$ cat config.mk
export PLATFORM = sky130hd
export DESIGN_NAME = shift_normalizer
export DESIGN_NICKNAME = d
export VERILOG_FILES = /design/src/rtl/shift_normalizer.sv
export SDC_FILE = /design/constraint.sdc
export NUM_CORES = 1
export LEC_CHECK = 0
export ABC_AREA = 1
export CAP_MARGIN = 20
export CORE_ASPECT_RATIO = 0.5
export CORE_UTILIZATION = 30
export DETAILED_ROUTE_END_ITERATION = 6
export GPL_TIMING_DRIVEN = 0
export SLEW_MARGIN = 20
export SYNTH_ARGS = -nofsm -noshare
export SYNTH_HDL_FRONTEND = slang
export SYNTH_SLANG_ARGS = --single-unit
$ cat constraint.sdc
create_clock -name clk -period 2.8 [get_ports clk]
set_input_delay 0.56 -clock clk [delete_from_list [all_inputs] [get_ports clk]]
set_output_delay 0.56 -clock clk [all_outputs]
set_load 0.03 [all_outputs]
$ cat src/rtl/shift_normalizer.sv
// Sequential leading-zero normalizer: shifts a word left until its MSB is set and reports the shift count.
// Optional FAST_STEP_EN: examine the top two bits per clock and step by two when both are zero.
module shift_normalizer #(
  parameter int WIDTH = 8,
  parameter int CNT_W = $clog2(WIDTH + 1)
) (
  input  logic             clk,
  input  logic             rst,
  input  logic             in_valid,
  output logic             in_ready,
  input  logic [WIDTH-1:0] din,
  output logic             out_valid,
  input  logic             out_ready,
  output logic [WIDTH-1:0] dout,
  output logic [CNT_W-1:0] shift_count,
  output logic             zero
);

  typedef enum logic [1:0] {
    S_IDLE  = 2'd0,
    S_SHIFT = 2'd1,
    S_DONE  = 2'd2
  } state_t;

  state_t r_state;
  state_t w_state_nxt;

  logic [WIDTH-1:0] r_work;
  logic [CNT_W-1:0] r_count;
  logic [WIDTH-1:0] w_work_nxt;
  logic [CNT_W-1:0] w_count_nxt;

  logic [WIDTH-1:0] r_dout;
  logic [CNT_W-1:0] r_shift_count;
  logic             r_zero;
  logic             r_out_valid;

  logic w_in_ready;
  logic w_din_zero;
  logic w_accept;
  logic w_detect;
  logic w_release;

  assign w_din_zero = (din == '0);
  assign w_accept   = in_valid && w_in_ready;
  assign w_detect   = (r_state == S_SHIFT) && r_work[WIDTH-1];
  assign w_release  = r_out_valid && out_ready;

  // State register
  always_ff @(posedge clk or posedge rst) begin
    if (rst) begin
      r_state <= S_IDLE;
    end else begin
      r_state <= w_state_nxt;
    end
  end

  // Next-state decode
  always_comb begin
    w_state_nxt = r_state;
    unique case (r_state)
      S_IDLE: begin
        if (w_accept) begin
          w_state_nxt = w_din_zero ? S_DONE : S_SHIFT;
        end
      end
      S_SHIFT: begin
        if (r_work[WIDTH-1]) begin
          w_state_nxt = S_DONE;
        end
      end
      S_DONE: begin
        if (w_release) begin
          w_state_nxt = S_IDLE;
        end
      end
      default: w_state_nxt = S_IDLE;
    endcase
  end

  // Output decode: only in_ready is combinational
  always_comb begin
    w_in_ready = (r_state == S_IDLE);
  end

  // Shift step; a nonzero word in SHIFT with top bits 00 still has >= 2 zeros, so count stays <= WIDTH-1
  always_comb begin
    w_work_nxt  = r_work << 1;
    w_count_nxt = r_count + CNT_W'(1);
`ifdef FAST_STEP_EN
    if (r_work[WIDTH-1:WIDTH-2] == 2'b00) begin
      w_work_nxt  = r_work << 2;
      w_count_nxt = r_count + CNT_W'(2);
    end
`endif
  end

  // Work register and running count carry no reset; they are always reloaded on accept
  always_ff @(posedge clk) begin
    if (w_accept) begin
      r_work  <= din;
      r_count <= '0;
    end else if ((r_state == S_SHIFT) && !r_work[WIDTH-1]) begin
      r_work  <= w_work_nxt;
      r_count <= w_count_nxt;
    end
  end

  // Result registers: captured on entry to DONE, held after handoff
  always_ff @(posedge clk or posedge rst) begin
    if (rst) begin
      r_dout        <= '0;
      r_shift_count <= '0;
      r_zero        <= 1'b0;
      r_out_valid   <= 1'b0;
    end else if (w_accept && w_din_zero) begin
      r_dout        <= '0;
      r_shift_count <= CNT_W'(WIDTH);
      r_zero        <= 1'b1;
      r_out_valid   <= 1'b1;
    end else if (w_detect) begin
      r_dout        <= r_work;
      r_shift_count <= r_count;
      r_zero        <= 1'b0;
      r_out_valid   <= 1'b1;
    end else if (w_release) begin
      r_out_valid   <= 1'b0;
    end
  end

  assign in_ready    = w_in_ready;
  assign out_valid   = r_out_valid;
  assign dout        = r_dout;
  assign shift_count = r_shift_count;
  assign zero        = r_zero;

endmodule

==> flow_summary.rst <==
.. list-table::
   :header-rows: 1

   * - Metric
     - Value
   * - Post-layout minimum cycle time
     - 2.17 ns
   * - Clock input transition at the sequential cells of the worst setup and hold paths
     - 0.09 ns
   * - Most used cells in the layout excluding fill and tap cells
     - 72 x nand2_1, 26 x clkdlybuf4s50_1, 23 x inv_1
   * - Transition time of the tightest slew-check pin
     - 0.653 ns
   * - Syn Area/Cell
     - 8.21 sq um
   * - Total Die Area
     - 4720 sq um
   * - Kind of start point of the critical path
     - register
   * - Largest net degree at the start of global routing
     - 17
   * - Crit-path max FO
     - 4
   * - Endpoint, Worst Hold
     - r_count[3]
   * - Count of cells resized by post-cts repair
     - 0
   * - Tot GR Track Use
     - 13.5%
   * - Outcome
     - finished, final reports clean
   * - Layout cells sized above 1
     - 7.81%
   * - H-tree levels
     - 1
   * - Final Power
     - 1.96 mW
   * - Total standard cell area after synthesis
     - 1330 sq um
   * - Worst IR Drop VDD
     - 0.256 mV
   * - Area growth from synthesis to layout
     - 30.0%
   * - Number of top-level design ports
     - 27
   * - Max-capacitance violation count
     - 0
   * - Number of endpoints with negative hold slack in the final report
     - 0
   * - Count of warnings emitted by yosys
     - 0
   * - Hold Path Class
     - reg -> reg
   * - Capture point of the worst reg-to-reg path
     - r_work[0]
   * - Cells after synthesis
     - 162
   * - Number of nets in the final layout
     - 206
   * - Via-per-instance ratio
     - 4.37
   * - Part of the Yosys area used for sequential elements
     - 54.2%
   * - Unrepaired setup endpoints after global routing
     - no
   * - Wirelength, routed
     - 2.73 mm
   * - Total via count in the routed design
     - 1075
   * - Initial antenna violation count
     - 0
   * - Min-delay src
     - r_count[3]
   * - CTS tree
     - yes
   * - Die X
     - 96.2 microns
   * - Diodes inserted
     - 0
   * - First-pass GRT wire length
     - 4.77 mm
   * - Global placement routability congestion
     - 0.767
   * - Site Rows
     - 16
   * - Critical Setup Path Class
     - reg -> out
   * - Most common cell after layout, fill and taps aside
     - nand2_1
   * - Core Footprint
     - 4060 sq um
   * - Startpoint of the worst register-to-register path
     - r_state[0]
   * - Vias in the first global route
     - 1008
   * - Antenna-violating nets left
     - 0
   * - CP Capture Type
     - output port
   * - Number of flip-flops and latches in the synthesized netlist
     - 28
   * - Count of cell types in the netlist
     - 22
   * - Clock Tree Root
     - clkbuf_8
   * - Leak
     - 0.887 nW
   * - Critical path data required time
     - 2.24 ns
   * - Number of cells on the worst hold path
     - 2
   * - Power density relative to cell area
     - 1140 nW/um^2
   * - Clock sinks
     - 28
   * - Setup violation total in the final timing report
     - 0
   * - Number of pins exceeding their max-slew limit in the final report
     - 0
   * - Setup repair bufs after CTS
     - 0
   * - Crit path arrival time
     - 1.61 ns
   * - Starting Density
     - 32.7%
   * - Post-Syn Nets
     - 175
   * - Num CTS Buffers
     - 3
   * - # DRC
     - 0
   * - Vertical die dimension
     - 49.1 microns
   * - Post-CTS Hold Buffers
     - 0
   * - Input/output buffers
     - 26
   * - Iteration count of the initial detailed-routing pass
     - 4
   * - Clk Latency, worst-skew pair
     - 0.28 ns
   * - Final HPWL DP
     - 2.05 mm
   * - Fmax
     - 0.461 GHz
   * - Worst clock skew
     - 0.00893 ns
   * - Post-route fraction of the period consumed by the critical path
     - 77.5%
   * - Number of DRC markers in iteration 0
     - 33
   * - Gr ovfl total
     - 0
   * - Worst setup slack for register-to-register paths
     - 1.28 ns
   * - Clock Tree Buf Depth
     - 2
   * - R2r worst-path depth
     - 4
   * - Routed length per instance
     - 11.1 microns
   * - Headroom to the max-slew limit
     - 56.4%
   * - Total negative slack for setup checks
     - 0 ns
-- state kept, by name (all words and copies together), names as in the netlist --
| register | count |
|---|---|
| dout | 8 |
| r_work | 8 |
| r_count | 4 |
| shift_count | 4 |
| r_state | 2 |
| out_valid | 1 |
| zero | 1 |
-- logic make-up (layout without fill, tap and decap cells) --
| family | count (synthesis) | count (layout) | share of synthesized area [%] |
|---|---|---|---|
| compound gates | 11 | 11 | 4.61 |
| fa+ha+maj | 1 | 1 | 0.941 |
| buf+inv | 29 | 59 | 10.5 |
| flops | 28 | 28 | 54.2 |
| simple gates | 93 | 93 | 29.7 |
-- layout make-up --
type | instances | area, sq um
Tap cell | 54 | 67.6
Multi-Input combinational cell | 105 | 469
Clock buffer | 3 | 41.3
Clock inverter | 1 | 30.0
Inverter | 25 | 98.8
Buffer | 4 | 41.3
Timing Repair Buffer | 26 | 260
Fill cell | 417 | 2330
Sequential cell | 28 | 721
-- synthesized netlist by cell type, drive strengths merged --
| cell type | n | area [sq um] |
|---|---|---|
| a21oi | 3 | 15.0 |
| buf | 4 | 41.3 |
| dfrtp | 16 | 400 |
| dfxtp | 4 | 80.1 |
| edfxtp | 8 | 240 |
| ha | 1 | 12.5 |
| inv | 25 | 98.8 |
| nand2 | 74 | 293 |
| nand3 | 6 | 42.5 |
| nand4 | 1 | 6.26 |
| nor2 | 11 | 48.8 |
| nor3 | 1 | 5.00 |
| o21a | 1 | 7.51 |
| o21ai | 7 | 38.8 |
-- worst max-delay path: stages, from the launching register on --
cell             delay, ns
dfrtp_1               0.47
nor2_4                0.18
clkdlybuf4s50_1       0.69
-- per-layer routing --
metal  GRT usage, %  share of wire (%)
met5              0                  0
met2           20.8                 45
met1           18.6                 50
met3           3.27                4.1
met4           4.48               0.91
-- through the flow --
stage	instance area [sq um]	instances	setup WS [ns]	hold WS [ns]	util [%]
5_1_grt	1730	246	0.564	0.508	42.5
3_3_place_gp	1660	242	0.791	0.466	40.8
2_1_floorplan	1330	162	1.28	0.454	-
6_report	1730	246	0.630	0.483	42.5
3_5_place_dp	1660	242	0.788	0.473	40.8
4_1_cts	1730	246	0.614	0.488	42.5
-- power by group --
| part | internal [mW] | total, mW | switching (mW) |
|---|---|---|---|
| registers | 0.626 | 0.737 | 0.111 |
| logic | 0.352 | 0.902 | 0.550 |
| clock network | 0.192 | 0.324 | 0.132 |
-- worst max-delay path by stage --
stage                          start   endpoint  slack [ns]  cells past startpoint
after global placement      in_valid  r_work[4]        0.79                      4
final                     r_state[0]   in_ready        0.63                      2
after floorplan           r_state[0]  r_work[0]        1.28                      4
after detailed placement    in_valid  r_work[4]        0.79                      4
after CTS                 r_state[0]   in_ready        0.61                      2
after global routing      r_state[0]   in_ready        0.56                      2
Note: power is estimated with default switching activity, not from simulation.
==> variant 1, RTL diff (same settings) <==
Re-encode `state_t` (3 states) as one-hot, 3 bits wide.
--- a/src/rtl/shift_normalizer.sv
+++ b/src/rtl/shift_normalizer.sv
@@ -16,10 +16,10 @@
   output logic             zero
 );
 
-  typedef enum logic [1:0] {
-    S_IDLE  = 2'd0,
-    S_SHIFT = 2'd1,
-    S_DONE  = 2'd2
+  typedef enum logic [2:0] {
+    S_IDLE  = 3'b001,
+    S_SHIFT = 3'b010,
+    S_DONE  = 3'b100
   } state_t;
 
   state_t r_state;
Check against the original RTL: no difference found for any inputs over 10 cycles, from zero or initial values and one cycle with rst high; not proved beyond that.
==> variant 1 against the unedited design <==
The flow now finishes with violations (design-rule violations); count of clock-buffer cells in the layout increased by 3; synthesized area increased by 3.4%; sequential cell count increased by 1; die area increased by 3.3%; setup slack got worse by 0.14 ns; wire length increased by 8.4%; total power about the same; final cell count increased by 4.5%; core utilization increased by 0.54 points; design area increased by 3.3%.
==> variant 1: results (changes against the unedited design) <==
[critical_path]
rrSetupSlack_ns=1.23  ; -0.05 ns
worstReg2RegEnd=r_work[6]$_DFFE_PP_
r2r-start=r_state[0]$_DFFE_PP1P_
cp.arrival_ns=1.75  ; +0.14 ns
crit_end=in_ready
path_max_fanout=4  ; unchanged
reg2reg_depth=4  ; unchanged

[logic_synthesis]
synth_area_leaders=dfrtp_1 29%, nand2_1 22%, edfxtp_1 17%, dfxtp_1 5.8%, inv_1 5.2%
synth_warnings=0  ; unchanged
synth_nets=182  ; +4.0%
synth-compound-area-share=0.0382  ; -0.00788
synth.avg_cell_area_sq_um=8.14  ; -0.90%
ys_seq_area_frac=0.543  ; +0.00136
synth_top_cells_by_count=81 x nand2_1, 19 x inv_1, 16 x dfrtp_1
synth_fa_ha_area_frac=0.00910  ; -0.000308
ys_async_sr_fraction=0.586  ; +0.0148
synth-xor-area-share=0.00637  ; +0.00637

[detailed_routing]
vias_per_cell=4.45  ; +1.8%
wl_per_cell_um=11.5  ; +3.7%
drc=4  ; +4
first_iter_violations=59  ; +79%
dr.pass1.iters=6  ; +2

[place]
portBuffers=26  ; unchanged
place_hpwl_um=2160  ; +5.7%
place_ws_ns=0.798  ; +0.0105 ns
dp.cells=249  ; +2.9%
dpl_cell_area_sq_um=1700  ; +2.7%
gp_congestion=0.720  ; -6.1%

[run_status]
status=complete, but fails checks
violations=design-rule violations

[min_path]
hold_depth=2  ; unchanged
min_to=zero$_DFFE_PP0P_
min_from=zero$_DFFE_PP0P_

[grt]
grt.total_usage=0.137  ; +0.00144
grt_pass1_vias=1036  ; +2.8%
grt_pass1_wl_um=4910  ; +3.0%
grt_max_degree=18  ; +1

[final_layout]
final_nets=215  ; +4.4%
fin_cells=257  ; +4.5%
final_layout_size_suffix_gt1_frac=0.113  ; +0.0352

[sta]
holdWs_ns=0.490  ; +0.00693 ns
worst_pin_slew_ns=0.643  ; -0.00990 ns
fin_skew_ns=0.00661  ; -0.00232 ns
finalSetupTns_ns=0  ; unchanged

[power_and_ir_drop]
p_sw_mw=0.814  ; +2.7%
p_leak_nw=0.908  ; +2.4%
ir_drop_mv=0.266  ; +3.8%

[clock_tree]
cts_made_buffers=5  ; +2
ctsLongestPathBuffers=2  ; unchanged
clkTransAtPathRegs_ns=0.07  ; -0.02 ns
cts_htree_levels=2  ; +1
ctsResizeCount=0  ; unchanged
clk_latency_ns=0.28  ; about the same

## variant 1: changes by cell type in the layout (fill, tap and decap cells not counted), moves of 2 or more
cell | unedited run | this run
inv_1 | 23 | 19
nand2_4 | 2 | 0
clkbuf_8 | 3 | 5
clkinv_2 | 0 | 2
nor2_1 | 10 | 8
nand4_1 | 1 | 3
nor2_2 | 0 | 3
o211ai_1 | 0 | 2
o21ai_1 | 3 | 0
nand3_1 | 5 | 3
nand2_1 | 72 | 81
nand3_2 | 0 | 3
inv_2 | 1 | 3
## variant 1: per-layer routing
layer  GRT usage  part of all wire
met1       0.190              0.54
met2       0.189              0.40
met3      0.0426             0.053
met4      0.0707             0.015
met5           0                 0
## variant 1: area by class of cell
cell class / count / area (sq um)
fill: 418 / 2360
tap: 54 / 67.6
multi-input combinational: 114 / 508
buffer: 4 / 37.5
timing repair buffer: 26 / 260
inverter: 22 / 82.6
clock buffer: 6 / 72.6
sequential: 29 / 747
clock inverter: 2 / 10.0
## variant 1: cell families after synthesis
| family | after synthesis |
|---|---|
| adders and majority gates | 1 |
| and+or+nand+nor | 103 |
| DFF | 29 |
| xor gates and xnor gates | 1 |
| buffers and inverters | 26 |
| AOI/OAI and AO/OA | 9 |
## variant 1: critical path, cell delays in order (launching register included)
cell and delay (ns):
dfstp_2 0.57, nand3_2 0.14, inv_1 0.10, clkdlybuf4s50_1 0.67
## variant 1: power groups by stage
| stage | logic, mW | clock network, mW | registers (mW) |
|---|---|---|---|
| 2_1_floorplan | 0.409 | 0 | 0.912 |
| 3_3_place_gp | 0.845 | 0 | 0.777 |
| 3_5_place_dp | 0.862 | 0 | 0.781 |
| 4_1_cts | 0.867 | 0.335 | 0.775 |
| 5_1_grt | 0.941 | 0.359 | 0.795 |
| 6_report | 0.859 | 0.330 | 0.774 |
==> variant 2, RTL diff (same flow settings) <==
Without the edit above. Add a define of `FAST_STEP_EN`.
--- a/src/rtl/shift_normalizer.sv
+++ b/src/rtl/shift_normalizer.sv
@@ -1,5 +1,7 @@
 // Sequential leading-zero normalizer: shifts a word left until its MSB is set and reports the shift count.
 // Optional FAST_STEP_EN: examine the top two bits per clock and step by two when both are zero.
+`define FAST_STEP_EN
+
 module shift_normalizer #(
   parameter int WIDTH = 8,
   parameter int CNT_W = $clog2(WIDTH + 1)
Formal check against the unedited RTL: not equivalent (Yosys sat finds a counterexample within 4 cycles, from zero or initial values and one cycle with rst high).
==> variant 2 against the unedited design <==
Synthesized cell count grew 6.8%; synthesized area increased by 6.0%; combinational power up 11%; total power is 2.6% higher; largest power group unchanged; sequential cell count is the same; clock skew shrank 0.0070 ns; design area grew 3.3%; worst hold slack improved by 0.0078 ns; setup slack got worse by 0.0094 ns; wire length is 3.6% higher.
==> variant 2: results (changes against the unedited design) <==
[grt]
grt_pass1_wl_um=4750  ; -0.27%
grt.met2_usage=0.191  ; -0.0169
grt.total_usage=0.125  ; -0.0105
grt_pass1_vias=1024  ; +1.6%
grt_max_degree=17  ; unchanged
grt.met3_usage=0.0362  ; +0.00350
grt_util_met1=0.176  ; -0.00992
antenna_found_initial=0  ; unchanged

[detailed_routing]
dr.pass1.iters=4  ; unchanged
wl_met2_um=1190  ; -2.9%
vias_per_cell=4.43  ; +1.4%
wl_um=2830  ; +3.6%
met1_length_um=1500  ; +9.4%
wl_met3_um=127  ; +13%
first_iter_violations=43  ; +30%
vias=1152  ; +7.2%

[power_and_ir_drop]
p_leak_nw=0.886  ; -0.18%
ir_drop_mv=0.385  ; +50%

[logic_synthesis]
ys_seq_area_frac=0.511  ; -0.0308
synth_cells=173  ; +6.8%
synth_nets=187  ; +6.9%
synth_area_leaders=dfrtp_1 28%, edfxtp_1 17%, nand2_1 17%, nor2_1 6.1%, dfxtp_1 5.7%
synth_edf_count=8  ; unchanged
ys_async_sr_fraction=0.571  ; unchanged
synth_top_cells_by_count=62 x nand2_1, 23 x nor2_1, 16 x dfrtp_1
ys_types=26  ; +18%

[place]
portBuffers=26  ; unchanged
dpl_cell_area_sq_um=1740  ; +5.1%
gp_congestion=0.796  ; +3.8%
place_ws_ns=0.743  ; -0.0445 ns
dp.cells=256  ; +5.8%
place_hpwl_um=2190  ; +6.8%

[critical_path]
cp_slowest_stage_delay_ns=0.69  ; about the same
path_max_fanout=5  ; +1

[clock_tree]
clockRootBuffer=clkbuf_8
post-cts-setup-buffers=0  ; unchanged
ctsLongestPathBuffers=2  ; unchanged

[sta]
relSlewSlack=0.613  ; +0.0484
fin_skew_ns=0.00191  ; -0.00701 ns

[run_status]
status=finished, final reports clean

[final_layout]
final_nets=218  ; +5.8%
final_layout_size_suffix_gt1_frac=0.103  ; +0.0253

[min_path]
hold_path_class=register to register

[variant 2: critical path: cells and delay by family (launching register included)]
family / cells / cell delay, ns
flops: 1 / 0.48
buf+inv: 1 / 0.69
simple gates: 1 / 0.18
[variant 2: logic make-up (layout without fill, tap and decap cells)]
group / after synthesis / in the layout / synth area share
AND/OR/NAND/NOR: 101 / 101 / 0.314
flip-flops: 28 / 28 / 0.511
buffers and inverters: 24 / 54 / 0.0816
AO/OA/AOI/OAI: 17 / 17 / 0.0692
XOR/XNOR: 1 / 1 / 0.00621
adder cells (fa/ha/maj): 2 / 2 / 0.0177
[variant 2: path summary, 6_finish.rpt]
path                                              from                   to  slack (ns)  cells past startpoint
worst max-delay path            r_state[0]$_DFFE_PP0P_             in_ready        0.62                      2
worst min-delay path                  zero$_DFFE_PP0P_     zero$_DFFE_PP0P_        0.49                      2
worst max register to register  r_state[0]$_DFFE_PP0P_  r_work[5]$_DFFE_PP_        1.20                      4
worst min register to register        zero$_DFFE_PP0P_     zero$_DFFE_PP0P_        0.49                      2
max in group asynchronous                          rst  dout[2]$_DFFE_PP0P_        1.79                      2
min in group asynchronous                          rst     zero$_DFFE_PP0P_        0.64                      2
[variant 2: cell type report]
| type | instances | area, sq um |
|---|---|---|
| timing repair buffer | 26 | 260 |
| clock buffer | 4 | 45.0 |
| tap | 57 | 71.3 |
| multi-input combinational | 121 | 574 |
| inverter | 21 | 81.3 |
| fill | 458 | 2660 |
| sequential | 28 | 721 |
| buffer | 3 | 33.8 |
[variant 2: report_power, final]
part           switching (mW)  internal [mW]  leakage [nW]
clock network           0.118          0.102        0.0228
registers               0.155          0.638         0.310
logic                   0.605          0.395         0.553
total                   0.878           1.14         0.886
